### src/rtl/spi_peripheral_if.sv
// Byte-stream side of the SPI peripheral.
//   tx_data/tx_valid -> peripheral, tx_ready/tx_underrun <- peripheral
//   rx_data/rx_valid <- peripheral
// master: the local user of the peripheral; slave: the peripheral itself.
interface spi_peripheral_if;
  logic [7:0] tx_data;
  logic       tx_valid;
  logic       tx_ready;
  logic       tx_underrun;
  logic [7:0] rx_data;
  logic       rx_valid;

  modport master (
    output tx_data, tx_valid,
    input  tx_ready, tx_underrun, rx_data, rx_valid
  );

  modport slave (
    input  tx_data, tx_valid,
    output tx_ready, tx_underrun, rx_data, rx_valid
  );
endinterface

### src/rtl/spi_peripheral.sv
// Byte-oriented SPI peripheral (slave), all four CPOL/CPHA modes, MSB first.
// SCLK/CS_N/MOSI are oversampled in the clk domain.
//   clk, rst        : system clock, asynchronous active-high reset
//   sclk, cs_n, mosi: SPI pins from the controller (asynchronous)
//   miso, miso_oe   : serial data out (0 when deselected) and its output enable
//   cpol, cpha      : mode, latched when selection begins
//   busy            : high while selected (ACTIVE)
//   bus             : tx holding register (valid/ready) and rx byte pulse
module spi_peripheral (
  input  logic clk,
  input  logic rst,
  input  logic sclk,
  input  logic cs_n,
  input  logic mosi,
  output logic miso,
  output logic miso_oe,
  input  logic cpol,
  input  logic cpha,
  output logic busy,
  spi_peripheral_if.slave bus
);

  typedef enum logic {IDLE, ACTIVE} state_t;

  state_t     state_q, state_d;
  logic [2:0] sclk_q, cs_q;
  logic [1:0] mosi_q;
  logic       sclk_rise, sclk_fall, cs_rise, cs_fall;
  logic       cpol_l, cpha_l;
  logic [2:0] cnt;
  logic [7:0] rx_shift, tx_shift, hold, rx_data_q;
  logic       hold_full, rx_valid_q, underrun_q;
  logic       lead, trail, enter, do_sample, do_shift, do_load, capture;

  // Two synchronizer flops plus a third for edge detection; the edge strobes
  // are registered so an action lands 4 clk after the pin transition.
  always_ff @(posedge clk or posedge rst) begin
    if (rst) begin
      sclk_q    <= '0;
      cs_q      <= '1;
      mosi_q    <= '0;
      sclk_rise <= 1'b0;
      sclk_fall <= 1'b0;
      cs_rise   <= 1'b0;
      cs_fall   <= 1'b0;
    end else begin
      sclk_q    <= {sclk_q[1:0], sclk};
      cs_q      <= {cs_q[1:0], cs_n};
      mosi_q    <= {mosi_q[0], mosi};
      sclk_rise <= sclk_q[1] & ~sclk_q[2];
      sclk_fall <= ~sclk_q[1] & sclk_q[2];
      cs_rise   <= cs_q[1] & ~cs_q[2];
      cs_fall   <= ~cs_q[1] & cs_q[2];
    end
  end

  assign lead    = cpol_l ? sclk_fall : sclk_rise;
  assign trail   = cpol_l ? sclk_rise : sclk_fall;
  assign capture = bus.tx_valid & ~hold_full;

  always_ff @(posedge clk or posedge rst) begin
    if (rst) state_q <= IDLE;
    else     state_q <= state_d;
  end

  // The shifting edge reloads instead of shifting when the counter is at 0:
  // for cpha=0 that is the trailing edge after the 8th sample, for cpha=1 the
  // first leading edge of a frame. cpha=0 also loads on entry.
  always_comb begin
    state_d   = state_q;
    enter     = 1'b0;
    do_sample = 1'b0;
    do_shift  = 1'b0;
    do_load   = 1'b0;
    unique case (state_q)
      IDLE: begin
        if (cs_fall) begin
          state_d = ACTIVE;
          enter   = 1'b1;
          do_load = ~cpha;
        end
      end
      ACTIVE: begin
        if (cs_rise) begin
          state_d = IDLE;
        end else if (cpha_l) begin
          do_sample = trail;
          if (lead) begin
            do_load  = (cnt == 3'd0);
            do_shift = (cnt != 3'd0);
          end
        end else begin
          do_sample = lead;
          if (trail) begin
            do_load  = (cnt == 3'd0);
            do_shift = (cnt != 3'd0);
          end
        end
      end
      default: state_d = IDLE;
    endcase
  end

  always_ff @(posedge clk or posedge rst) begin
    if (rst) begin
      cpol_l     <= 1'b0;
      cpha_l     <= 1'b0;
      cnt        <= '0;
      rx_shift   <= '0;
      tx_shift   <= '0;
      hold       <= '0;
      hold_full  <= 1'b0;
      rx_data_q  <= '0;
      rx_valid_q <= 1'b0;
      underrun_q <= 1'b0;
    end else begin
      rx_valid_q <= 1'b0;
      underrun_q <= 1'b0;
      if (enter) begin
        cpol_l   <= cpol;
        cpha_l   <= cpha;
        cnt      <= '0;
        tx_shift <= '0;
      end
      if (do_sample) begin
        rx_shift <= {rx_shift[6:0], mosi_q[1]};
        cnt      <= cnt + 3'd1;
        if (cnt == 3'd7) begin
          rx_data_q  <= {rx_shift[6:0], mosi_q[1]};
          rx_valid_q <= 1'b1;
        end
      end
      // A load only empties a full register and a capture only fills an empty
      // one, so the two never contend for hold_full.
      if (do_load) begin
        if (hold_full) begin
          tx_shift  <= hold;
          hold_full <= 1'b0;
        end else begin
          tx_shift   <= '0;
          underrun_q <= 1'b1;
        end
      end else if (do_shift) begin
        tx_shift <= {tx_shift[6:0], 1'b0};
      end
      if (capture) begin
        hold      <= bus.tx_data;
        hold_full <= 1'b1;
      end
    end
  end

  assign busy            = (state_q == ACTIVE);
  assign miso_oe         = busy;
  assign miso            = busy & tx_shift[7];
  assign bus.tx_ready    = ~hold_full;
  assign bus.tx_underrun = underrun_q;
  assign bus.rx_data     = rx_data_q;
  assign bus.rx_valid    = rx_valid_q;

endmodule
### src/flat_wrapper.sv
// flat-port wrapper written by rule: the top's interface ports become plain ports
module spi_peripheral_flat 
  (clk, rst, sclk, cs_n, mosi, miso, miso_oe, cpol, cpha, busy, bus_tx_data, bus_tx_valid, bus_tx_ready, bus_tx_underrun, bus_rx_data, bus_rx_valid);
  spi_peripheral_if bus_i ();
  input  logic clk;
  input  logic rst;
  input  logic sclk;
  input  logic cs_n;
  input  logic mosi;
  output logic miso;
  output logic miso_oe;
  input  logic cpol;
  input  logic cpha;
  output logic busy;
  input wire logic [$bits(bus_i.tx_data)-1:0] bus_tx_data;
  input wire logic [$bits(bus_i.tx_valid)-1:0] bus_tx_valid;
  output wire logic [$bits(bus_i.tx_ready)-1:0] bus_tx_ready;
  output wire logic [$bits(bus_i.tx_underrun)-1:0] bus_tx_underrun;
  output wire logic [$bits(bus_i.rx_data)-1:0] bus_rx_data;
  output wire logic [$bits(bus_i.rx_valid)-1:0] bus_rx_valid;
  assign bus_i.tx_data = bus_tx_data;
  assign bus_i.tx_valid = bus_tx_valid;
  assign bus_tx_ready = bus_i.tx_ready;
  assign bus_tx_underrun = bus_i.tx_underrun;
  assign bus_rx_data = bus_i.rx_data;
  assign bus_rx_valid = bus_i.rx_valid;
  spi_peripheral u_core (.clk(clk), .rst(rst), .sclk(sclk), .cs_n(cs_n), .mosi(mosi), .miso(miso), .miso_oe(miso_oe), .cpol(cpol), .cpha(cpha), .busy(busy), .bus(bus_i));
endmodule
### config.mk
export PLATFORM = sky130hd
export DESIGN_NAME = spi_peripheral_flat
export DESIGN_NICKNAME = d
export VERILOG_FILES = /design/src/rtl/spi_peripheral_if.sv /design/src/rtl/spi_peripheral.sv /design/src/flat_wrapper.sv
export SDC_FILE = /design/constraint.sdc
export NUM_CORES = 1
export LEC_CHECK = 0
export BUFFER_PORTS_ARGS = -buffer_cell sky130_fd_sc_hd__buf_2
export CAP_MARGIN = 20
export CORE_ASPECT_RATIO = 0.5
export CORE_UTILIZATION = 56
export CTS_CLUSTER_SIZE = 20
export DETAILED_ROUTE_END_ITERATION = 6
export HOLD_SLACK_MARGIN = 0.12
export PLACE_DENSITY = 0.86
export SYNTH_ARGS = -nofsm -noshare
export SYNTH_HDL_FRONTEND = slang
export SYNTH_SLANG_ARGS = --single-unit
### constraint.sdc
create_clock -name clk -period 2.2 [get_ports clk]
set_input_delay 0.33 -clock clk [delete_from_list [all_inputs] [get_ports clk]]
set_output_delay 0.33 -clock clk [all_outputs]
set_load 0.005 [all_outputs]
==> results.py, run 1 <==
metrics = {
    "die": {
        "die-width_um": 90.46,
        "coreArea_um2": 3585,
        "die_y_um": 46.23,
        "initial_core_util_pct": 61.12,
        "io_pins": 30,
        "rows": 15,
        "dieArea_um2": 4182,
    },
    "global_routing": {
        "grt_max_degree": 53,
        "antenna_found_initial": 0,
        "grt_usage_pct": 19.36,
        "grt_first_pass_wirelength_mm": 6.016,
        "grt-ovfl-total": 0,
        "first_global_vias": 1263,
    },
    "synthesis": {
        "synth_top_area_share_pct": 55.97,
        "yosysMostFrequentCell": "dfrtp_1",
        "syn_area_per_cell_um2": 13.12,
        "yosysTopAreaCell": "dfrtp_1",
        "synth-async-reset-ratio_pct": 100.0,
        "syn_nets": 186,
        "ys.flop_type": "dfrtp_1",
        "syn_inst": 167,
        "yosysWarnings": 0,
        "yosys_register_bits": 52,
        "synth_area_um2": 2191,
        "synthTopCellsByCount": "49 x dfrtp_1, 16 x mux2_2, 10 x nand2_1",
        "synth_area_leaders": "dfrtp_1 56%, mux2_2 8.2%, mux2_4 5.5%",
        "synth_enable_flop_cells": 0,
        "yosysSeqAreaShare_pct": 59.57,
        "netlist-cell-type-count": 33,
    },
    "power": {
        "powerDensity_nw_per_um2": 1035,
        "seqPwrFrac_pct": 53.6,
        "p_switching_w": 0.0008309,
        "p_comb_share_pct": 25.5,
        "ir_drop_mv": 0.4668,
        "power.internal_w": 0.001793,
        "pwr-share-clk_pct": 20.9,
        "swShare_pct": 31.67,
        "leakage_nw": 1.194,
    },
    "setup_path": {
        "ff2ff_path_depth": 4,
        "cp-start-kind": "flop",
        "cp.arrival_ns": 2.09,
        "r2r_end": "u_core.bus.rx_data[2]$_DFFE_PP0P_",
        "crit_type": "reg2reg",
        "path_max_fanout": 9,
        "worstPathRequired_ns": 2.40,
        "regToRegStartpoint": "u_core.cpha_l$_DFFE_PP0P_",
        "critPathCaptureType": "flop",
        "reg2reg_slack_ns": 0.31,
    },
    "clock_network": {
        "cts_buffers": 5,
        "clk_path_buf_depth": 2,
        "cts_tree": "done",
        "cts_root_buffer": "clkbuf_8",
        "clock_sinks": 52,
        "h-tree-depth": 2,
        "clkLatencyLatePin_ns": 0.31,
        "path_clk_slew_ns": 0.10,
    },
    "hold_path": {
        "min_path_type": "in2reg",
        "min_to": "u_core.hold[7]$_DFFE_PP0P_",
        "hold_path_startpoint": "bus_tx_data[7]",
        "hold_path_depth": 2,
    },
    "detailed_routing": {
        "wl_per_cell_um": 14.34,
        "routed_wl_mm": 3.657,
        "drc": 0,
        "drt-vias-per-instance": 5.349,
        "dr.first_iter.drc_count": 52,
        "firstDrtPassIters": 4,
        "vias": 1364,
        "ant_nets": 0,
    },
    "final_layout": {
        "syn2layout_area_growth_pct": 15.71,
        "multi_input_area_um2": 818.3,
        "drive_gt1_share_pct": 37.25,
        "fillers": 249,
        "final_nets": 222,
        "n_antenna_cell": 0,
        "regArea_um2": 1305,
    },
    "timing": {
        "worst_clock_skew_ns": 0.006999,
        "rsz0062_at_grt": "false",
        "tightest_slew_ns": 0.6515,
        "finalMaxSlewViolations": 0,
        "setup_tns_ns": 0,
        "min_period_over_period_pct": 85.81,
        "setup_viol": 0,
        "hold_viol_final": 0,
        "timing.fmax_mhz": 529.7,
        "max_slew_margin_pct": 56.52,
        "setup_slack_ns": 0.3122,
        "fin_crit_ns": 1.888,
    },
    "run": {
        "drv_cap": 0,
    },
    "placement": {
        "hpwl_mm": 2.501,
        "port-buffer-count": 29,
        "place.gp.congestion": 0.8049,
        "pre_cts_ws_ns": 0.08763,
    },
    "outcome": {
        "status": "complete, no violations",
    },
}
timing repair:
item / 4_1_cts / 5_1_grt
buffers inserted: 0 / 0
hold buffers: 4 / 0
endpoints found under the hold margin: 52 / 0
setup endpoints to repair: 0 / 8
resized for setup: 0 / 1
cells by family (layout without fill, tap and decap cells):
| kind of cell | after synthesis | after routing | synth area share (%) |
|---|---|---|---|
| compound gates | 17 | 17 | 5.426 |
| xor+xnor | 1 | 1 | 0.7426 |
| fa+ha+maj | 3 | 3 | 1.713 |
| buf+inv | 15 | 52 | 3.369 |
| flops | 52 | 52 | 59.57 |
| mux | 28 | 28 | 15.88 |
| simple gates | 51 | 51 | 13.31 |
state kept, by name (all words and copies together), names as in the netlist:
| register | count |
|---|---|
| u_core.sclk_q | 3 |
| u_core.cpol_l | 1 |
| u_core.mosi_q | 2 |
| u_core.cs_rise | 1 |
| u_core.sclk_rise | 1 |
| u_core.cnt | 3 |
| u_core.hold_full | 1 |
| u_core.cs_q | 3 |
| u_core.cpha_l | 1 |
| u_core.busy | 1 |
| u_core.tx_shift | 8 |
| u_core.cs_fall | 1 |
| u_core.bus.rx_valid | 1 |
| u_core.hold | 8 |
| u_core.bus.tx_underrun | 1 |
| u_core.sclk_fall | 1 |
| u_core.bus.rx_data | 8 |
| u_core.rx_shift | 7 |
cells in the final DEF (no fill, tap or decap), types with 3 or more instances in the layout:
master         instances
nor2_1                 3
mux2_2                16
nor4b_1                3
dfrtp_1               49
buf_4                  4
and3_1                 4
inv_1                  5
nand2_1               10
nor3_1                 8
nand3_1                7
a31oi_1                7
ha_1                   3
dfstp_2                3
a41oi_1                3
nor2b_1                7
buf_2                 29
dlygate4sd3_1          4
a22oi_1                4
clkbuf_8               5
mux2_4                 8
stage by stage:
stage	cells	instance area (um2)	util, %	hold WS [ns]	power [W]
5_1_grt	255	2535	70.72	0.2275	0.002796
2_1_floorplan	167	2191	-	0.3312	0.001902
3_5_place_dp	243	2399	66.91	0.3381	0.002094
4_1_cts	255	2529	70.54	0.2316	0.002649
6_report	255	2535	70.72	0.2408	0.002624
3_3_place_gp	243	2399	66.91	0.3314	0.002037
worst max-delay path, cell delays in order, from the launching register on:
cell	delay (ns)
dfrtp_1	0.42
xnor2_2	0.25
mux2i_2	0.15
nor3b_4	0.60
mux2_4	0.35
how the worst max path moves through the flow:
stage	startpoint	end	slack, ns	depth (start not counted)
floorplan	u_core.cpha_l$_DFFE_PP0P_	u_core.bus.rx_data[0]$_DFFE_PP0P_	0.61	5
global placement	u_core.cpha_l$_DFFE_PP0P_	u_core.bus.rx_data[5]$_DFFE_PP0P_	0.21	4
detailed placement	u_core.cpha_l$_DFFE_PP0P_	u_core.bus.rx_data[2]$_DFFE_PP0P_	0.09	4
CTS	u_core.busy$_DFF_PP0_	u_core.bus.rx_data[2]$_DFFE_PP0P_	0.09	3
global route	u_core.busy$_DFF_PP0_	u_core.bus.rx_data[5]$_DFFE_PP0P_	0.21	3
finish	u_core.cpha_l$_DFFE_PP0P_	u_core.bus.rx_data[2]$_DFFE_PP0P_	0.31	4
layer usage:
| metal | vias to the layer above | global-route usage, % | share of wire [%] |
|---|---|---|---|
| met2 | 32 | 31.45 | 47 |
| met3 | 6 | 6.931 | 4.6 |
| li1 | 653 | - | - |
| met5 | - | 0 | 0 |
| met1 | 673 | 25.05 | 47 |
| met4 | 0 | 6.129 | 1.4 |
power groups by stage:
stage / sequential [W] / clock, W / combinational (W)
2_1_floorplan: 0.00135 / 0 / 0.000550
3_3_place_gp: 0.00141 / 0 / 0.000628
3_5_place_dp: 0.00143 / 0 / 0.000667
4_1_cts: 0.00141 / 0.000566 / 0.000677
5_1_grt: 0.00145 / 0.000609 / 0.000740
6_report: 0.00141 / 0.000547 / 0.000670
layout make-up:
cell class / instances / area share [%]
sequential: 52 / 51.48
timing repair buffer: 38 / 9.279
inverter: 6 / 0.8885
multi-input combinational: 100 / 32.28
clock buffer: 5 / 2.715
clock inverter: 3 / 0.8391
tap: 51 / 2.517
(Power assumes the default switching activity.)
==> inputs of run 2 (changes only) <==
CORE_ASPECT_RATIO = default   (was 0.5)
clock period = 2.12 ns   (was 2.2 ns; I/O delays follow)
==> results.py, run 2 (synthesis results as in run 1) <==
metrics = {
    "outcome": {
        "status": "complete, no violations",
    },
    "setup_path": {
        "cp.arrival_ns": 2.05,
        "worstPathRequired_ns": 2.31,
        "critical_path.cell_chain": "or2b_2, nor3b_4, mux2_4",
        "crit_family": "simple AND/OR/NAND/NOR gates",
        "slowest_stage": "nor3b_4",
        "cp-start-kind": "flop",
        "ff2ff_path_depth": 3,
        "crit_buf_inv": 0,
        "crit_type": "reg2reg",
        "critPathCaptureType": "flop",
        "path_max_fanout": 9,
        "slowest_delay_ns": 0.55,
        "crit_cells": 3,
    },
    "power": {
        "seqPwrFrac_pct": 51.2,
        "swShare_pct": 30.66,
        "pwr-share-clk_pct": 24.3,
        "p_comb_share_pct": 24.5,
        "powerDensity_nw_per_um2": 1133,
        "power.internal_w": 0.002010,
        "total_power_w": 0.002898,
        "leakage_nw": 1.212,
        "p_switching_w": 0.0008885,
        "ir_drop_mv": 0.7583,
    },
    "global_routing": {
        "use_met1_pct": 28.20,
        "grt_first_pass_wirelength_mm": 6.824,
        "grt_max_degree": 31,
        "grt_usage_pct": 21.99,
        "met2_usage_pct": 36.18,
        "grt.busiest_layer": "met2",
        "first_global_vias": 1459,
        "antenna_found_initial": 0,
        "gr-usage-met3_pct": 6.162,
        "grt-ovfl-total": 0,
    },
    "hold_path": {
        "hold_path_depth": 3,
        "min_path_type": "in2reg",
    },
    "die": {
        "initial_core_util_pct": 58.96,
        "io_pins": 30,
        "dieArea_um2": 4166,
        "die-width_um": 64.55,
        "coreArea_um2": 3716,
        "rows": 22,
        "die_y_um": 64.55,
    },
    "placement": {
        "hpwl_mm": 2.853,
        "place.gp.congestion": 0.7698,
        "pre_cts_ws_ns": 0.09484,
        "port-buffer-count": 29,
    },
    "final_layout": {
        "layout_common_cells": "49 x dfrtp_1, 29 x buf_2, 16 x mux2_2, 10 x nand2_1",
        "regArea_um2": 1305,
        "multi_input_area_um2": 818.3,
        "syn2layout_area_growth_pct": 16.73,
        "final_nets": 223,
        "fillers": 253,
        "fin_util_pct": 68.82,
        "n_antenna_cell": 0,
        "drive_gt1_share_pct": 37.56,
        "final_common_cell": "dfrtp_1",
    },
    "clock_network": {
        "clk_path_buf_depth": 2,
        "h-tree-depth": 2,
        "clkLatencyLatePin_ns": 0.31,
        "cts_tree": "done",
        "cts_root_buffer": "clkbuf_8",
        "clock_sinks": 52,
        "path_clk_slew_ns": 0.09,
        "cts_buffers": 5,
    },
    "timing": {
        "fin_crit_ns": 1.856,
        "setup_slack_ns": 0.2642,
        "max_slew_margin_pct": 58.94,
        "timing.fmax_mhz": 538.9,
        "tightest_slew_ns": 0.6152,
        "setup_viol": 0,
        "rsz0062_at_grt": "false",
        "setup_tns_ns": 0,
        "min_period_over_period_pct": 87.54,
        "hold_viol_final": 0,
        "worst_clock_skew_ns": 0.008733,
        "finalMaxSlewViolations": 0,
    },
    "detailed_routing": {
        "dr.first_iter.drc_count": 82,
        "drt-vias-per-instance": 5.565,
        "ant_nets": 0,
        "routed_wl_mm": 3.995,
        "vias": 1408,
        "wl_per_cell_um": 15.79,
        "drc": 0,
        "firstDrtPassIters": 4,
    },
    "run": {
        "drv_cap": 0,
    },
}
## run 2: changes by cell type in the layout (fill, tap and decap cells not counted), sizes merged
cell,change
inv,-1
buf,+1
bufinv,+1
clkinvlp,-1
clkbuf,+1
## run 2: stage by stage
step	hold WS, ns	cell area (um2)	std cells
after floorplan	0.3225	2191	167
after global placement	0.3324	2390	241
after detailed placement	0.3411	2390	241
after CTS	0.2074	2551	253
after global routing	0.2127	2557	253
final	0.2080	2557	253
## run 2: layer usage
metal,wire (um),share of wire (%),vias to the layer above
met5,0,0,-
met4,59,1.5,0
met3,168,4.2,8
met2,2042,51,46
met1,1725,43,696
li1,-,-,658
## run 2: worst paths after layout
kind                                                  from                           endpoint  slack [ns]
worst max-delay path                 u_core.busy$_DFF_PP0_  u_core.bus.rx_data[5]$_DFFE_PP0P_        0.26
max in group asynchronous                              rst         u_core.mosi_q[0]$_DFF_PP0_        0.83
worst max register to register       u_core.busy$_DFF_PP0_  u_core.bus.rx_data[5]$_DFFE_PP0P_        0.26
worst min register to register  u_core.mosi_q[0]$_DFF_PP0_         u_core.mosi_q[1]$_DFF_PP0_        0.36
worst min-delay path                                  cpol          u_core.cpol_l$_DFFE_PP0P_        0.21
min in group asynchronous                              rst          u_core.cnt[1]$_DFFE_PP0P_        0.62
## run 2: cell type report
cell class                 count  area share (%)
timing repair buffer          39           9.002
inverter                       6          0.8806
clock buffer                   6           3.229
clock inverter                 2           1.517
multi-input combinational    100           32.00
sequential                    52           51.03
tap                           48           2.348
## run 2: repair_timing
action	CTS	global route
setup endpoints to repair	0	4
gates resized for setup	0	1
buffers inserted	0	0
endpoints found under the hold margin	28	0
hold buffers	4	0
## run 2: worst reg2reg max path: cells and delay by family (launching register included)
family	cells	cell delay, ns
DFF	1	0.46
muxes	1	0.36
and+or+nand+nor	2	0.93
## run 2: power groups by stage
| stage | Combinational [W] | Sequential (W) | Clock [W] |
|---|---|---|---|
| after floorplan | 0.000571 | 0.00140 | 0 |
| after CTS | 0.000715 | 0.00148 | 0.000716 |
| after detailed placement | 0.000703 | 0.00149 | 0 |
| after global routing | 0.000783 | 0.00152 | 0.000758 |
| after global placement | 0.000650 | 0.00145 | 0 |
| final | 0.000711 | 0.00148 | 0.000704 |
